==> config.mk <==
export PLATFORM = sky130hd
export DESIGN_NAME = dual_source_load_ctrl
export DESIGN_NICKNAME = d
export VERILOG_FILES = /design/src/rtl/dual_source_load_ctrl.sv
export SDC_FILE = /design/constraint.sdc
export NUM_CORES = 1
export LEC_CHECK = 0
export ABC_CLOCK_PERIOD_IN_PS = 2500
export BUFFER_PORTS_ARGS = -buffer_cell sky130_fd_sc_hd__buf_4
export CAP_MARGIN = 20
export CORE_MARGIN = 4
export CORE_UTILIZATION = 58
export CTS_BUF_LIST = sky130_fd_sc_hd__clkbuf_4 sky130_fd_sc_hd__clkbuf_8
export DETAILED_ROUTE_END_ITERATION = 8
export PLACE_DENSITY = 0.9
export SKIP_CTS_REPAIR_TIMING = 1
export SYNTH_ARGS = -nofsm -noshare
export SYNTH_HDL_FRONTEND = slang
export SYNTH_SLANG_ARGS = --single-unit
==> constraint.sdc <==
create_clock -name clk -period 2.5 [get_ports clk]
set_input_delay 0.5 -clock clk [delete_from_list [all_inputs] [get_ports clk]]
set_output_delay 0.5 -clock clk [all_outputs]
set_load 0.03 [all_outputs]
==> src/rtl/dual_source_load_ctrl.sv <==
// Registered NCH x DW channel bank written from two valid/ready sources (A = host, B = internal bus).
// Latency: a grant in cycle N updates the channel and output register at the next edge (1 cycle).
// Backpressure: one-deep output stream; a grant needs an empty output register or o_ready this cycle.
// Optional even-parity storage per channel is enabled by defining LOAD_PARITY_EN.
module dual_source_load_ctrl #(
    parameter int DW     = 16,
    parameter int NCH    = 4,
    parameter int CW     = 2,
    parameter int STARVE = 3
) (
    input  logic          clk,
    input  logic          rst_n,
    input  logic          clr,
    input  logic          inh,
    input  logic          a_valid,
    output logic          a_ready,
    input  logic [CW-1:0] a_ch,
    input  logic [DW-1:0] a_data,
    input  logic          b_valid,
    output logic          b_ready,
    input  logic [CW-1:0] b_ch,
    input  logic [DW-1:0] b_data,
    input  logic [CW-1:0] rd_ch,
    output logic [DW-1:0] rd_data,
    output logic          o_valid,
    input  logic          o_ready,
    output logic [CW-1:0] o_ch,
    output logic [DW-1:0] o_data,
    output logic          o_src,
    output logic          busy
`ifdef LOAD_PARITY_EN
    ,
    input  logic          par_err_inj,
    output logic          rd_par,
    output logic          o_par
`endif
);

    typedef enum logic [1:0] {
        ST_IDLE  = 2'd0,
        ST_XFER  = 2'd1,
        ST_FLUSH = 2'd2
    } state_t;

    localparam logic [3:0]    STARVE_L = 4'(STARVE);
    localparam logic [CW-1:0] LAST_CH  = CW'(NCH - 1);

    state_t          r_state;
    state_t          w_next_state;
    logic [CW-1:0]   r_flush_idx;
    logic [3:0]      r_starve;
    logic [DW-1:0]   r_ch [NCH];

    logic            w_out_free;
    logic            w_can_grant;
    logic            w_force_b;
    logic            w_grant;
    logic            w_clr_take;
    logic [CW-1:0]   w_wr_ch;
    logic [DW-1:0]   w_wr_dat;

    // Arbitration, readies and next-state decode
    always_comb begin
        w_next_state = r_state;
        a_ready      = 1'b0;
        b_ready      = 1'b0;
        busy         = 1'b0;
        w_clr_take   = 1'b0;
        w_out_free   = (r_state == ST_IDLE) || o_ready;
        w_can_grant  = (r_state != ST_FLUSH) && !inh && !clr && w_out_free;
        w_force_b    = b_valid && (r_starve == STARVE_L);

        a_ready = w_can_grant && a_valid && !w_force_b;
        b_ready = w_can_grant && b_valid && !a_ready;
        w_grant = a_ready || b_ready;

        case (r_state)
            ST_FLUSH: begin
                busy = 1'b1;
                if (r_flush_idx == LAST_CH) begin
                    w_next_state = ST_IDLE;
                end
            end
            default: begin
                if (clr) begin
                    w_clr_take   = 1'b1;
                    w_next_state = ST_FLUSH;
                end else if (w_grant) begin
                    w_next_state = ST_XFER;
                end else if ((r_state == ST_XFER) && o_ready) begin
                    w_next_state = ST_IDLE;
                end
            end
        endcase
    end

    // Write mux: B only ever carries the write when it holds the ready
    assign w_wr_ch  = b_ready ? b_ch   : a_ch;
    assign w_wr_dat = b_ready ? b_data : a_data;
    assign rd_data  = r_ch[rd_ch];

    // State register and flush index walk
    always_ff @(posedge clk or negedge rst_n) begin
        if (!rst_n) begin
            r_state     <= ST_IDLE;
            r_flush_idx <= '0;
        end else begin
            r_state <= w_next_state;
            if (w_clr_take) begin
                r_flush_idx <= '0;
            end else if (r_state == ST_FLUSH) begin
                r_flush_idx <= r_flush_idx + 1'b1;
            end
        end
    end

    // Channel bank: flush zeroes one entry per cycle, otherwise a grant writes one
    always_ff @(posedge clk or negedge rst_n) begin
        if (!rst_n) begin
            for (int i = 0; i < NCH; i++) begin
                r_ch[i] <= '0;
            end
        end else if (r_state == ST_FLUSH) begin
            r_ch[r_flush_idx] <= '0;
        end else if (w_grant) begin
            r_ch[w_wr_ch] <= w_wr_dat;
        end
    end

    // One-deep output register; clear drops any pending entry
    always_ff @(posedge clk or negedge rst_n) begin
        if (!rst_n) begin
            o_valid <= 1'b0;
            o_ch    <= '0;
            o_data  <= '0;
            o_src   <= 1'b0;
        end else if (w_clr_take) begin
            o_valid <= 1'b0;
        end else if (w_grant) begin
            o_valid <= 1'b1;
            o_ch    <= w_wr_ch;
            o_data  <= w_wr_dat;
            o_src   <= b_ready;
        end else if (o_ready) begin
            o_valid <= 1'b0;
        end
    end

    // Starvation counter: consecutive A wins while B waits, saturating at STARVE
    always_ff @(posedge clk or negedge rst_n) begin
        if (!rst_n) begin
            r_starve <= '0;
        end else if (w_clr_take) begin
            r_starve <= '0;
        end else if (inh) begin
            r_starve <= r_starve;
        end else if (b_ready || !b_valid) begin
            r_starve <= '0;
        end else if (a_ready && (r_starve != STARVE_L)) begin
            r_starve <= r_starve + 4'd1;
        end
    end

`ifdef LOAD_PARITY_EN
    logic r_par [NCH];
    logic r_o_par;

    assign rd_par = r_par[rd_ch];
    assign o_par  = r_o_par;

    // Even-parity bit per channel, optionally corrupted for error-path testing
    always_ff @(posedge clk or negedge rst_n) begin
        if (!rst_n) begin
            for (int i = 0; i < NCH; i++) begin
                r_par[i] <= 1'b0;
            end
            r_o_par <= 1'b0;
        end else if (r_state == ST_FLUSH) begin
            r_par[r_flush_idx] <= 1'b0;
        end else if (w_grant && !clr) begin
            r_par[w_wr_ch] <= (^w_wr_dat) ^ par_err_inj;
            r_o_par        <= (^w_wr_dat) ^ par_err_inj;
        end
    end
`endif

endmodule
==> flow_metrics.tcl, run 1 <==
set metrics [dict create \
    rows 32 \
    min_period_over_period_pct 96.4 \
    final_cell_area_sq_mm 0.00561 \
    die_h_microns 97.5 \
    dpl-instance-area_sq_mm 0.00538 \
    worstPathArrival_ns 1.91 \
    p_leak_nw 2.86 \
    setup_ws_ns 0.0902 \
    wl_per_cell_microns 19.4 \
    drt_iter0_markers 177 \
    synth.avg_cell_area_sq_um 12.1 \
    drc 0 \
    syn-num-nets 435 \
    hp-class "in2async" \
    period_needed_ns 2.41 \
    cp.required_ns 2.00 \
    insertedDiodeCount 0 \
    dp.cells 559 \
    worst_path_max_delay_cell "dfrtp_1" \
    htree_num_levels 3 \
    setup_viol 0 \
    slew_headroom_pct 32.1 \
    ant_nets 0 \
    rsz0062_at_grt "false" \
    tritoncts "built" \
    fill_cells 536 \
    max-clock-path-buffers 2 \
    grt_max_degree 93 \
    syn2layout_area_growth_pct 20.6 \
    critPathMaxStageDelay_ns 0.44 \
    synth-edff-count 0 \
    clock.fmax_ghz 0.415 \
    netlist_instances 385 \
    yosys_warnings 0 \
    cts_root_buf "clkbuf_8" \
    start_kind "flop" \
    yosysMostFrequentCell "nand2_1" \
    first_global_vias 3642 \
    vias 3429 \
    grt_antenna_before_repair 0 \
    dp_hpwl_microns 7550 \
    critPathCaptureType "output pin" \
    insertion_delay_ns 0.35 \
    syn_area_sq_mm 0.00465 \
    synth_commonest_cells "96 x nand2_1, 92 x dfrtp_1, 66 x mux2i_1" \
    die_width_microns 97.5 \
    ys_top_cells_by_area "dfrtp_1 50%, mux2i_1 14%, mux4_2 7.7%, nand2_1 7.7%, mux2i_4 4.4%" \
    grt.total_usage_pct 24.1 \
    path_delay_family "flip-flops" \
    drt_wl_total_microns 11200 \
    clk_pin_slew_worst_paths_ns 0.08 \
    cts_sinks 92 \
    power_mw 5.17 \
    core-area_sq_mm 0.00777 \
    finalNonFillerCells 574 \
    crit_fanout 20 \
    yosys.cell_types.count 42 \
    worst-path-buf-inv 2 \
    io_buffers 83 \
    synth_area_leader_cell "dfrtp_1" \
    ys_ff_latch 92 \
    setup_tns_ns 0 \
    dieArea_sq_mm 0.00952 \
    finalHoldViolCount 0 \
    synth-main-ff-cell "dfrtp_1" \
    ys_seq_area_share_pct 49.5 \
    preCtsSetupSlack_ns 0.344 \
    ir_drop_v 0.00100 \
    grt_overflow_total 0 \
    async_flop_share_pct 100 \
    maxSlewViolCount 0 \
    path_class "reg2out" \
    layout.nets 518 \
    cts_made_buffers 9 \
    status "complete, no violations" \
    grt_pass1_wl_microns 18400 \
    firstDrtPassIters 5 \
    skew_ns 0.00880 \
    power_density_mw_per_mm2 923 \
    initial_utilization_pct 59.9 \
    maxCapViolations 0 \
    worst_slew_pin_slew_ns 1.01 \
    io_pins 84 \
    drive_gt1_share_pct 31.8 \
    netlist.area_leader.share_pct 49.5 \
    gp_congestion 0.893 \
    crit_chain "ha_1, a21o_4, and3_2, buf_12, buf_4" \
    viasPerCell 5.97 \
]
[state kept, by name, summed over array words and instances (netlist names)]
register and flops:
r_ch 64, o_data 16, r_starve 4, o_ch 2
r_flush_idx 2, r_state 2, o_src 1, o_valid 1
[area by class of cell]
type                            count  area, sq um  share of cell area (%)
Sequential cell                    92         2300                    41.1
Multi-Input combinational cell    268         2210                    39.4
Timing Repair Buffer               93          736                    13.1
Clock buffer                       11          145                    2.59
Tap cell                          102          128                    2.28
Clock inverter                      4         73.8                    1.32
Inverter                            4         15.0                   0.268
[worst register-to-register path, delay by kind of cell (launching register included)]
kind | cells | cell delay, ns
AOI/OAI and AO/OA | 2 | 0.74
DFF | 1 | 0.44
and+or+nand+nor | 2 | 0.24
adders and majority gates | 1 | 0.23
muxes | 1 | 0.22
buffers and inverters | 1 | 0.21
[metal layers]
| metal | global-route usage [%] | vias up | routed length [microns] |
|---|---|---|---|
| li1 | - | 1522 | - |
| met1 | 31.9 | 1735 | 4550 |
| met2 | 40.6 | 154 | 5740 |
| met4 | 6.71 | 0 | 161 |
| met5 | 0 | - | 0 |
| met3 | 4.95 | 18 | 705 |
[where the power goes]
group	switching [mW]	internal, mW
sequential	0.248	1.88
clock	0.506	0.597
combinational	1.23	0.707
total	1.99	3.19
[metrics by stage]
step,hold slack [ns],utilization (%)
floorplan,0.204,-
global placement,0.466,69.3
detailed placement,0.472,69.3
CTS,0.201,72.1
global route,0.205,72.2
finish,0.178,72.2
[logic make-up after synthesis]
| kind of cell | synth area share (%) |
|---|---|
| compound gates | 5.62 |
| mux | 28.4 |
| buf+inv | 3.47 |
| simple gates | 11.7 |
| fa+ha+maj | 1.35 |
| flops | 49.5 |
[final timing paths]
check                                             start                       to  slack [ns]  cells past startpoint
worst max-delay path            r_starve[0]$_DFFE_PN0P_                  b_ready        0.09                      5
worst min-delay path                              rst_n   o_data[12]$_DFFE_PN0P_        0.18                      2
worst max register to register  r_starve[0]$_DFFE_PN0P_     r_ch[29]$_DFFE_PN0P_        0.34                      7
worst min register to register      o_ch[1]$_DFFE_PN0P_      o_ch[1]$_DFFE_PN0P_        0.48                      2
max in group asynchronous                         rst_n     r_ch[34]$_DFFE_PN0P_        1.93                      2
min in group clk                                    clr  r_starve[0]$_DFFE_PN0P_        0.37                      2
[layout by cell type (no fill, tap or decap), types with 6 or more instances in the layout]
cell type,instances
clkbuf_8,10
mux2i_4,9
o21ai_0,7
mux4_2,16
mux2i_2,7
o21ai_1,16
nand2_1,96
mux2i_1,66
buf_4,90
nor2_1,6
dfrtp_1,92
Power figures use the tool's default switching activity.
==> run 2, diff against run 1 <==
--- a/config.mk
+++ b/config.mk
@@ -8,7 +8,7 @@
 export ABC_CLOCK_PERIOD_IN_PS = 2500
 export BUFFER_PORTS_ARGS = -buffer_cell sky130_fd_sc_hd__buf_4
 export CAP_MARGIN = 20
-export CORE_MARGIN = 4
+export CORE_MARGIN = 2
 export CORE_UTILIZATION = 58
 export CTS_BUF_LIST = sky130_fd_sc_hd__clkbuf_4 sky130_fd_sc_hd__clkbuf_8
 export DETAILED_ROUTE_END_ITERATION = 8
==> constraint.sdc (replaced) <==
create_clock -name clk -period 2.5 [get_ports clk]
set_input_delay 0.5 -clock clk [delete_from_list [all_inputs] [get_ports clk]]
set_output_delay 0.5 -clock clk [all_outputs]
set_load 0.005 [all_outputs]
==> flow_metrics.tcl, run 2 (synthesis results as in run 1) <==
set metrics [dict create \
    status "complete, no violations" \
    final_cell_area_sq_mm 0.00560 \
    finalHoldViolCount 0 \
    setup_viol 0 \
    critPathCaptureType "output pin" \
    setup_tns_ns 0 \
    layout.nets 515 \
    ant_nets 0 \
    p_switching_mw 1.62 \
    dpl-instance-area_sq_mm 0.00537 \
    power_density_mw_per_mm2 852 \
    dieArea_sq_mm 0.00875 \
    max-clock-path-buffers 2 \
    fill_cells 545 \
    first_global_vias 3565 \
    reg2reg_slack_ns 0.39 \
    r2r_start "r_starve[0]$_DFFE_PN0P_" \
    seq_power_share_pct 44.6 \
    worstPathArrival_ns 1.90 \
    critPathLaunch "r_starve[0]$_DFFE_PN0P_" \
    power_mw 4.77 \
    gp_congestion 0.930 \
    grt-busiest-layer "met2" \
    cp.required_ns 2.00 \
    io_pins 84 \
    vias 3437 \
    ir_drop_v 0.000727 \
    dp.cells 556 \
    drt_iter0_markers 157 \
    io_buffers 83 \
    layout_common_cells "96 x nand2_1, 92 x dfrtp_1, 86 x buf_4" \
    drc 0 \
    grt_use_met2_pct 47.2 \
    reg_top3 "r_ch x64, o_data x16, r_starve x4" \
    dp_hpwl_microns 7580 \
    start_kind "flop" \
    power_frac_clock_pct 23.8 \
    grt.total_usage_pct 27.3 \
    switching_share_pct 33.9 \
    clk_pin_slew_worst_paths_ns 0.10 \
    grt_pass1_wl_microns 18000 \
    firstDrtPassIters 5 \
    clock.fmax_ghz 0.417 \
    slew_headroom_pct 32.2 \
    initial_utilization_pct 59.9 \
    largest-register "r_ch" \
    insertion_delay_ns 0.37 \
    gr-usage-met3_pct 5.64 \
    layout.cells.most_common "nand2_1" \
    largest_reg_flops 64 \
    rsz0062_at_grt "false" \
    path_class "reg2out" \
    p_int_mw 3.15 \
    core-area_sq_mm 0.00777 \
    grt_overflow_total 0 \
    skew_ns 0.0164 \
    drt_wl_total_microns 11200 \
    grt_max_degree 65 \
    viasPerCell 6.01 \
    rows 32 \
    cts_root_buf "clkbuf_8" \
    tritoncts "built" \
    min_period_over_period_pct 96.0 \
    insertedDiodeCount 0 \
    finalNonFillerCells 572 \
    p_leak_nw 2.85 \
    worst_slew_pin_slew_ns 1.01 \
    crit_fanout 12 \
    htree_num_levels 3 \
    hp-class "in2async" \
    maxSlewViolCount 0 \
    die_width_microns 93.5 \
    drive_gt1_share_pct 31.3 \
    syn2layout_area_growth_pct 20.3 \
    grtUsageMet1_pct 35.2 \
    maxCapViolations 0 \
    wl_per_cell_microns 19.6 \
    period_needed_ns 2.40 \
    grt_antenna_before_repair 0 \
    cts_made_buffers 9 \
    die_h_microns 93.5 \
    cts_sinks 92 \
    pwr-share-comb_pct 31.6 \
]
[run 2: area by class of cell]
type                    instances  area [sq um]  area share, %
well taps                     102           128           2.28
clock inverters                 6          95.1           1.70
flip-flops and latches         92          2300           41.1
clock buffers                  10           131           2.35
multi-input cells             268          2200           39.3
repair buffers                 90           726           13.0
inverters                       4          15.0          0.268
[run 2: critical path: stages, from the launching register on]
cell and delay [ns]:
dfrtp_1 0.43, ha_1 0.25, a21o_1 0.26, and3_2 0.29
buf_12 0.17, buf_4 0.14
[run 2: worst paths after layout]
kind                                           endpoint  cells past startpoint
worst max-delay path                            b_ready                      5
worst min-delay path              o_data[8]$_DFFE_PN0P_                      1
max in group asynchronous        r_state[1]$_DFFE_PN0P_                      2
worst min register to register        o_src$_DFFE_PN0P_                      1
min in group clk                r_starve[0]$_DFFE_PN0P_                      2
worst max register to register     r_ch[36]$_DFFE_PN0P_                      7
[run 2: power by group through the flow]
stage	Sequential, mW	Combinational [mW]	Clock, mW
floorplan	2.10	0.821	0
global placement	2.12	1.43	0
detailed placement	2.15	1.51	0
CTS	2.12	1.52	1.14
global route	2.17	1.66	1.20
finish	2.13	1.51	1.13
[run 2: through the flow]
step / hold WS, ns / setup slack, ns / utilization, %
2_1_floorplan: 0.204 / 0.301 / -
3_3_place_gp: 0.443 / 0.362 / 69.1
3_5_place_dp: 0.444 / 0.292 / 69.1
4_1_cts: 0.0470 / 0.101 / 72.1
5_1_grt: 0.0515 / 0.0255 / 72.1
6_report: 0.0384 / 0.100 / 72.1
[run 2: metal layers]
metal	vias up	part of all wire, %
li1	1523	-
met1	1748	41
met2	149	51
met3	17	6.8
met4	0	1.1
met5	-	0
==> run 3, diff against run 2 <==
--- a/config.mk
+++ b/config.mk
@@ -5,14 +5,15 @@
 export SDC_FILE = /design/constraint.sdc
 export NUM_CORES = 1
 export LEC_CHECK = 0
-export ABC_CLOCK_PERIOD_IN_PS = 2500
+export ABC_CLOCK_PERIOD_IN_PS = 2300
 export BUFFER_PORTS_ARGS = -buffer_cell sky130_fd_sc_hd__buf_4
 export CAP_MARGIN = 20
 export CORE_MARGIN = 2
 export CORE_UTILIZATION = 58
 export CTS_BUF_LIST = sky130_fd_sc_hd__clkbuf_4 sky130_fd_sc_hd__clkbuf_8
 export DETAILED_ROUTE_END_ITERATION = 8
-export PLACE_DENSITY = 0.9
+export PLACE_DENSITY = 0.83
+export REMOVE_ABC_BUFFERS = 1
 export SKIP_CTS_REPAIR_TIMING = 1
 export SYNTH_ARGS = -nofsm -noshare
 export SYNTH_HDL_FRONTEND = slang
==> constraint.sdc (replaced) <==
create_clock -name clk -period 2.3 [get_ports clk]
set_input_delay 0.46 -clock clk [delete_from_list [all_inputs] [get_ports clk]]
set_output_delay 0.46 -clock clk [all_outputs]
set_load 0.005 [all_outputs]
==> flow_metrics.tcl, run 3 (synthesis results as in run 1) <==
set metrics [dict create \
    status "complete, no violations" \
    tritoncts "built" \
    layout.nets 523 \
    max-clock-path-buffers 2 \
    crit_fanout 11 \
    reg2reg_slack_ns 0.37 \
    timing.hold.ws_ns 0.141 \
    clk_pin_slew_worst_paths_ns 0.09 \
    firstDrtPassIters 4 \
    grt_antenna_before_repair 0 \
    dp_hpwl_microns 7130 \
    reg_top3 "r_ch x64, o_data x16, r_starve x4" \
    cts_made_buffers 9 \
    insertedDiodeCount 0 \
    syn2layout_area_growth_pct 22.5 \
    period_needed_ns 2.25 \
    die_h_microns 93.5 \
    setup_tns_ns 0 \
    largest_reg_flops 64 \
    finalHoldViolCount 0 \
    layout_common_cells "96 x nand2_1, 92 x buf_4, 92 x dfrtp_1" \
    ir_drop_v 0.000810 \
    path_class "reg2out" \
    first_global_vias 3402 \
    start_kind "flop" \
    largest-register "r_ch" \
    cp.required_ns 1.84 \
    io_pins 84 \
    initial_utilization_pct 59.9 \
    drc 0 \
    maxCapViolations 0 \
    reg2reg_to "o_data[10]$_DFFE_PN0P_" \
    maxSlewViolCount 0 \
    min_period_over_period_pct 97.8 \
    grt_max_degree 54 \
    die_width_microns 93.5 \
    grt_pass1_wl_microns 17200 \
    r2r_cells 6 \
    final_cell_area_sq_mm 0.00570 \
    slew_headroom_pct 34.0 \
    cts_root_buf "clkbuf_8" \
    rows 32 \
    dieArea_sq_mm 0.00875 \
    drt_iter0_markers 138 \
    r2r_start "r_starve[0]$_DFFE_PN0P_" \
    p_leak_nw 2.90 \
    hp-class "in2async" \
    power_mw 5.23 \
    cts_sinks 92 \
    wl_per_cell_microns 18.2 \
    skew_ns 0.00699 \
    htree_num_levels 3 \
    worstPathArrival_ns 1.79 \
    grt.total_usage_pct 26.1 \
    power_density_mw_per_mm2 919 \
    dpl-instance-area_sq_mm 0.00545 \
    dp.cells 563 \
    io_buffers 83 \
    drt_wl_total_microns 10500 \
    ant_nets 0 \
    viasPerCell 5.77 \
    insertion_delay_ns 0.36 \
    worst_slew_pin_slew_ns 0.987 \
    gp_congestion 0.796 \
    layout.cells.most_common "nand2_1" \
    critPathLaunch "r_starve[0]$_DFFE_PN0P_" \
    clock.fmax_ghz 0.445 \
    vias 3347 \
    grt_overflow_total 0 \
    setup_viol 0 \
    core-area_sq_mm 0.00777 \
    finalNonFillerCells 580 \
    drive_gt1_share_pct 32.8 \
    critPathCaptureType "output pin" \
    endpoint "b_ready" \
]
[run 3: report_power, final]
part	total (mW)	internal [mW]	leakage (nW)	switching, mW
Combinational	1.69	0.808	1.54	0.882
Sequential	2.30	2.05	1.24	0.253
Clock	1.24	0.652	0.113	0.593
Total	5.23	3.51	2.90	1.73
[run 3: through the flow]
stage / setup slack, ns / util, %
after floorplan: -0.711 / -
after global placement: 0.295 / 70.1
after detailed placement: 0.234 / 70.1
after CTS: -0.0408 / 73.1
after global routing: -0.00801 / 73.3
final: 0.0510 / 73.3
[run 3: worst min path at each step]
stage	endpoint	slack [ns]	cells past startpoint
2_1_floorplan	o_ch[0]$_DFFE_PN0P_	0.16	0
3_3_place_gp	o_src$_DFFE_PN0P_	0.46	1
3_5_place_dp	o_data[12]$_DFFE_PN0P_	0.48	2
4_1_cts	r_ch[0]$_DFFE_PN0P_	0.15	1
5_1_grt	r_ch[8]$_DFFE_PN0P_	0.20	1
6_report	r_ch[17]$_DFFE_PN0P_	0.14	1
[run 3: area by class of cell]
cell class | instances | area, sq um
timing repair buffer | 98 | 811
clock inverter | 6 | 93.8
inverter | 4 | 15.0
tap | 102 | 128
clock buffer | 10 | 138
sequential | 92 | 2300
fill | 549 | 2070
multi-input combinational | 268 | 2210
[run 3: worst max-delay path, stage by stage (launching register included)]
cell and delay [ns]:
dfrtp_1 0.42, ha_2 0.21, a21o_4 0.23, and3_2 0.24
buf_12 0.17, buf_4 0.14
[run 3: metal layers]
| metal | global-route usage, % | up-vias | part of all wire, % |
|---|---|---|---|
| li1 | - | 1535 | - |
| met3 | 4.03 | 22 | 3.7 |
| met4 | 9.06 | 0 | 1.9 |
| met2 | 44.6 | 91 | 52 |
| met5 | 0 | - | 0 |
| met1 | 34.1 | 1699 | 42 |
